$ cat src/rtl/ram_access_ctrl.sv
// Two-requester (fetch / load-store) controller in front of a single-port RAM
// with registered inputs and one-cycle read latency; round-robin on contention.
module ram_access_ctrl #(
    parameter int AW = 8,
    parameter int DW = 16
) (
    input  logic          Clk,
    input  logic          ResetN,
    input  logic          D_Req,
    input  logic          D_We,
    input  logic [AW-1:0] D_Addr,
    input  logic [DW-1:0] D_WData,
    output logic          D_Gnt,
    output logic          D_RValid,
    output logic [DW-1:0] D_RData,
    output logic          D_WDone,
    input  logic          F_Req,
    input  logic [AW-1:0] F_Addr,
    output logic          F_Gnt,
    output logic          F_RValid,
    output logic [DW-1:0] F_RData,
    output logic [AW-1:0] RamAddr,
    output logic [DW-1:0] RamData,
    output logic          RamWren,
    input  logic [DW-1:0] RamQ
);

    typedef enum logic [1:0] {IDLE, ISSUE, CAPTURE} state_t;

    state_t r_state, w_next;
    logic   r_prio_f;   // 1 = fetch wins the next tie (data was served last)
    logic   r_own_f;
    logic   r_we;
    logic   w_d_win, w_f_win;

    always_comb begin
        w_next  = r_state;
        w_d_win = 1'b0;
        w_f_win = 1'b0;
        case (r_state)
            IDLE: begin
                if (D_Req && (!F_Req || !r_prio_f)) w_d_win = 1'b1;
                else if (F_Req)                     w_f_win = 1'b1;
                if (D_Req || F_Req) w_next = ISSUE;
            end
            ISSUE:   w_next = r_we ? IDLE : CAPTURE;
            CAPTURE: w_next = IDLE;
            default: w_next = IDLE;
        endcase
    end

    assign D_Gnt = w_d_win;
    assign F_Gnt = w_f_win;

    always_ff @(posedge Clk or negedge ResetN) begin
        if (!ResetN) r_state <= IDLE;
        else         r_state <= w_next;
    end

    always_ff @(posedge Clk or negedge ResetN) begin
        if (!ResetN) begin
            RamAddr  <= '0;
            RamData  <= '0;
            RamWren  <= 1'b0;
            D_RData  <= '0;
            F_RData  <= '0;
            D_RValid <= 1'b0;
            F_RValid <= 1'b0;
            D_WDone  <= 1'b0;
            r_prio_f <= 1'b0;
            r_own_f  <= 1'b0;
            r_we     <= 1'b0;
        end else begin
            D_RValid <= 1'b0;
            F_RValid <= 1'b0;
            D_WDone  <= 1'b0;
            case (r_state)
                IDLE: begin
                    if (w_d_win || w_f_win) begin
                        RamAddr  <= w_d_win ? D_Addr : F_Addr;
                        if (w_d_win && D_We) RamData <= D_WData;
                        RamWren  <= w_d_win & D_We;
                        r_we     <= w_d_win & D_We;
                        r_own_f  <= w_f_win;
                        r_prio_f <= w_d_win;
                    end else begin
                        RamWren <= 1'b0;
                    end
                end
                ISSUE: begin
                    // RAM samples wren at this edge; drop it so each write is one cycle.
                    RamWren <= 1'b0;
                    if (r_we) D_WDone <= 1'b1;
                end
                CAPTURE: begin
                    if (r_own_f) begin
                        F_RData  <= RamQ;
                        F_RValid <= 1'b1;
                    end else begin
                        D_RData  <= RamQ;
                        D_RValid <= 1'b1;
                    end
                end
                default: RamWren <= 1'b0;
            endcase
        end
    end

endmodule

$ cat config.mk
export PLATFORM = sky130hd
export DESIGN_NAME = ram_access_ctrl
export DESIGN_NICKNAME = d
export VERILOG_FILES = /design/src/rtl/ram_access_ctrl.sv
export SDC_FILE = /design/constraint.sdc
export NUM_CORES = 1
export LEC_CHECK = 0
export CELL_PAD_IN_SITES_DETAIL_PLACEMENT = 1
export CELL_PAD_IN_SITES_GLOBAL_PLACEMENT = 2
export CORE_MARGIN = 2
export CORE_UTILIZATION = 28
export CTS_BUF_LIST = sky130_fd_sc_hd__clkbuf_4
export DETAILED_ROUTE_END_ITERATION = 10
export PLACE_DENSITY_LB_ADDON = 0.25
export RECOVER_POWER = 100
export REMOVE_ABC_BUFFERS = 1
export SYNTH_ARGS = -nofsm -noshare
export SYNTH_HDL_FRONTEND = slang
export SYNTH_SLANG_ARGS = --single-unit
$ cat constraint.sdc
create_clock -name Clk -period 2 [get_ports Clk]
set_input_delay 0.2 -clock Clk [delete_from_list [all_inputs] [get_ports Clk]]
set_output_delay 0.2 -clock Clk [all_outputs]
set_load 0.02 [all_outputs]
Yosys cells after proc, flatten, opt, wreduce, memory -nomap -nowiden
Index checks and enable logic that the tools add are counted.
{"block": "op_classes", "n_bitwise": 2, "n_eq_ne": 3, "muxes": 17, "n_reduce_logical": 12}
{"operator": "$mux 1", "count": 12}
{"operator": "$mux 8", "count": 1}
{"operator": "$reduce_and 2->1", "count": 3}
{"operator": "$mux 2", "count": 2}
{"operator": "$pmux 2 s2", "count": 1}
{"operator": "$logic_or 1x1->1", "count": 3}
{"operator": "$reduce_and 3->1", "count": 1}
{"operator": "$eq 2x1->1 const B", "count": 1}
{"operator": "$eq 2x2->1 const B", "count": 1}
{"operator": "$logic_and 1x1->1", "count": 2}
{"operator": "$logic_not 1->1", "count": 2}
{"operator": "$logic_not 2->1", "count": 1}
{"operator": "$ne 2x2->1 const B", "count": 1}
{"operator": "$pmux 1 s2", "count": 1}
{"operator": "$and 1x1->1", "count": 1}
{"operator": "$not 1->1", "count": 1}
{"block": "totals", "input_bits": 53, "reg_bits": 65, "out_inout_bits": 62}

Longest topological paths before layout
{"block": "depth", "word_depth": 8, "depth_mapped": 5}

Worst setup path before layout
OpenSTA, ideal clock, no wires.
{"block": "synth_path", "path_type": "register to register", "from": "register r_state[0]", "to": "register RamData[10]", "t_arrival_ns": 1.299, "stages_incl_launch_ff": 5, "path_slack_ns": 0.576, "cell_sequence": "dfrtp_1 > nor3b_2 > nand3_4 > buf_6 > mux2_4"}
{"block": "synth_via", "elab_chain_cells": 4}
{"element": "from (decl)", "line_no": "30", "source": "state_t r_state, w_next;"}
{"element": "from (signal assigned)", "line_no": "57", "source": "else r_state <= w_next;"}
{"element": "$logic_not 2->1 (*)", "line_no": "40, 77"}
{"element": "$mux 1", "line_no": "40", "source": "case (r_state)"}
{"element": "$logic_or 1x1->1 / $logic_and 1x1->1 (equally long branches)", "line_no": "79, 81"}
{"element": "$reduce_and 3->1 (no source line) (*)"}
{"element": "to (signal assigned)", "line_no": "81", "source": "if (w_d_win && D_We) RamData <= D_WData;"}
{"element": "to (decl)", "line_no": "23", "source": "output logic [DW-1:0] RamData,"}
Every way passes the cells marked *; elsewhere a longest branch is shown, timed or not.
A chain may end at the register's enable or synchronous reset.

Worst setup path in the final report
{"block": "layout_path", "from": "register r_state[0]", "to": "output port D_Gnt"}
{"block": "layout_via", "elab_chain_cells": 2}
{"element": "$logic_not 2->1", "line_no": "40"}
{"element": "$mux 1", "line_no": "40"}
{"element": "to (decl)", "line_no": "13", "source": "output logic D_Gnt,"}
Every way passes these cells.

==> results.ini <==
[worst_setup_path]
cp_top_family=flip-flops
r2r-end=D_RData[0]$_DFFE_PN0P_
crit_path_end_kind=output pin
worst-path-buf-inv=1
max_stage_delay_ps=450
critPathLaunchType=flop
critical_path_arrival_ps=1600
cp_cell_sequence=nor3b_2, and2_0, dlygate4sd2_1
timing.rr.start=r_state[1]$_DFFE_PN0P_
path_class=reg -> out
critical_path.max_fanout=6
worst_setup_path_startpoint=r_state[0]$_DFFE_PN0P_
worst-endpoint-required_ps=1800
reg2reg_depth=4
setup_crit_end=D_Gnt
ff2ff_setup_slack_ps=240
timing.critical_path.depth=3
critPathSlowestCell=dfrtp_1

[sta]
hold_viol_final=0
timing_worst_slew_pin_value_ps=1290
timing.clock.skew_ps=15.1
timing.slew.headroom=0.137
setup_tns_ps=0
rsz_0062_raised_after_global_routing=false
timing.fmax_mhz=555
layout_min_cycle_time_ps=1800
report.final.setup_viol=0
finalMaxSlewViolations=0
post-route-period-util=0.901

[cells_and_area]
proportion_of_layout_cells_with_a_drive_suffix_above_1=0.194
synthToLayoutAreaGrowth_pct=53.2
final_util=0.442
finalNetCount=358
final_area_um2=4090
antennaDiodeCount=0
layout.filler_cells=992

[drt]
postRouteAntennaNets=0
drt-pass1-iter-count=4
viasPerCell=4.45
number_of_design_rule_violations_left_after_detail_routing=0
initialDrtViolationCount=44
routed-via-count=1952
routed_wl_um=6690
routed_wire_length_per_instance_um=15.2

[power_and_ir_drop]
power_switching_share=0.374
pwr-share-seq=0.361
total_switching_power_mw=2.34
power_frac_comb=0.480
power.share.clock=0.159
p_leak_nw=1.78
power.density_nw_per_um2=1530
p_int_mw=3.92
worst_ir_drop_vdd_uv=504

[global_routing]
via_count_of_the_first_global_routing_pass=2120
grt_max_degree=29
grt_first_pass_wirelength_um=10800
grt_overflow=0
groute.usage.overall=0.137
number_of_antenna_violations_at_the_first_check_in_global_routing=0

[cts]
ctsLongestPathBuffers=2
clk_slew_on_worst_s_h_paths_ps=120
postCtsSetupRepairBufs=0
cts_num_sinks=65
worstSkewPairLatency_ps=400
tritoncts=built
cts_buffers=9
cts_max_level=3
buffer_cell_driving_the_clock_tree_root=clkbuf_4

[synth]
netlist_instances=178
yosys.cell_types.count=26
seq_area_frac_synth=0.610
area_of_the_mapped_netlist_um2=2670
yosys_warnings=0
ys_top_cells_by_area=dfrtp_1, mux2_2, mux2_4, o2111ai_1, nand3b_1
netlist.area_leader.share=0.610
ys_seq_elements=65
synth_area_per_cell_um2=15.0
synthDominantAreaCellType=dfrtp_1

[placement]
dp_hpwl_um=4840
place.port_buffers=114
postPlaceCellArea_um2=4000
routabilityCongestion=0.801

[run]
drv.max_cap_violation_count=0

[run_status]
outcome=finished clean

[floorplan]
core.rowCount=35
floorplan.die_area_um2=10300
io_pins=115
die_h_um=102
effective_utilization_at_floorplan=0.289
dieWidth_um=102
design.core.area_um2=9240

[hold_path]
hold_path.class=in -> reg

-- stage by stage --
step	total power, mW	worst slack (ps)	hold WS, ps	instances
detailed placement	5.78	74.6	218	422
global placement	5.75	139	222	422
CTS	6.82	159	295	439
finish	6.25	198	379	439
floorplan	4.06	336	-95.6	169
global route	6.70	69.2	348	439
-- tightest hold or removal path, stage by stage --
cell and delay, ps:
clkdlybuf4s50_1 400, o2111ai_1 70, nand3b_1 80
-- per-layer routing --
metal	track usage	up-vias	share of wire
li1	-	894	-
met1	0.169	976	0.43
met2	0.223	75	0.49
met3	0.0559	7	0.071
met4	0.0374	0	0.012
met5	0	-	0
-- sequential cells by signal (all words and copies together) (netlist names) --
name / flops
D_RData: 16
D_RValid: 1
D_WDone: 1
F_RData: 16
F_RValid: 1
RamAddr: 8
RamData: 16
RamWren: 1
r_own_f: 1
r_prio_f: 1
r_state: 2
r_we: 1
-- cells by family after synthesis --
family,share of synthesized area
flops,0.610
mux,0.227
buf+inv,0.0281
compound gates,0.0511
simple gates,0.0844
-- layout by cell type (no fill, tap or decap), drive strengths merged --
cell type and n:
nor2 5, a21oi 1, o21ai 9, nand2 5
nand3 1, inv 2, mux2 48, nor2b 1
or2 1, and3b 1, bufinv 2, clkinv 3
dfrtp 65, and2b 1, buf 9, dlygate4sd3 61
a31oi 1, nor3b 2, clkinvlp 2, o2111ai 8
and2 1, nand3b 8, and3 8, clkdlybuf4s50 51
clkbuf 11, dlygate4sd2 2, o211a 1
-- worst min path at each step --
stage / depth (start not counted) / to / startpoint
floorplan: 0 / D_RData[0]$_DFFE_PN0P_ / ResetN
CTS: 2 / D_RData[13]$_DFFE_PN0P_ / ResetN
detailed placement: 1 / D_RData[13]$_DFFE_PN0P_ / ResetN
finish: 3 / RamAddr[0]$_DFFE_PN0P_ / F_Addr[0]
global route: 2 / RamData[7]$_DFFE_PN0P_ / D_WData[7]
global placement: 1 / D_RData[13]$_DFFE_PN0P_ / ResetN
-- power groups by stage --
| stage | Sequential (mW) | Combinational (mW) | Clock [mW] |
|---|---|---|---|
| finish | 2.26 | 3.00 | 0.995 |
| CTS | 2.31 | 3.45 | 1.05 |
| global route | 2.36 | 3.22 | 1.11 |
| floorplan | 3.05 | 1.01 | 0 |
| global placement | 2.32 | 3.42 | 0 |
| detailed placement | 2.33 | 3.45 | 0 |
-- final cells by class --
| class | count | area [µm²] | share of cell area |
|---|---|---|---|
| multi-input cells | 102 | 907 | 0.222 |
| clock inverters | 7 | 92.6 | 0.0227 |
| repair buffers | 125 | 1220 | 0.299 |
| well taps | 129 | 161 | 0.0395 |
| inverters | 2 | 7.51 | 0.00184 |
| flip-flops and latches | 65 | 1630 | 0.398 |
| clock buffers | 9 | 67.6 | 0.0165 |
-- repair_timing --
| item | 4_1_cts | 5_1_grt |
|---|---|---|
| hold buffers | 1 | 0 |
| hold endpoints to repair | 20 | 0 |
| setup endpoints to repair | 2 | 0 |
| gates resized for setup | 2 | 0 |
-- Yosys cell counts, drive strengths merged --
master   instances
inv              1
a21oi            1
nor2             5
a31oi            1
and2b            1
o2111ai          8
buf              4
nor3b            2
mux2            48
and3             8
and2             1
nand2            5
clkbuf           5
nand3            1
nor2b            1
and3b            1
o21ai            9
clkinv           1
or2              1
o211a            1
nand3b           8
dfrtp           65
(Power assumes the default switching activity.)
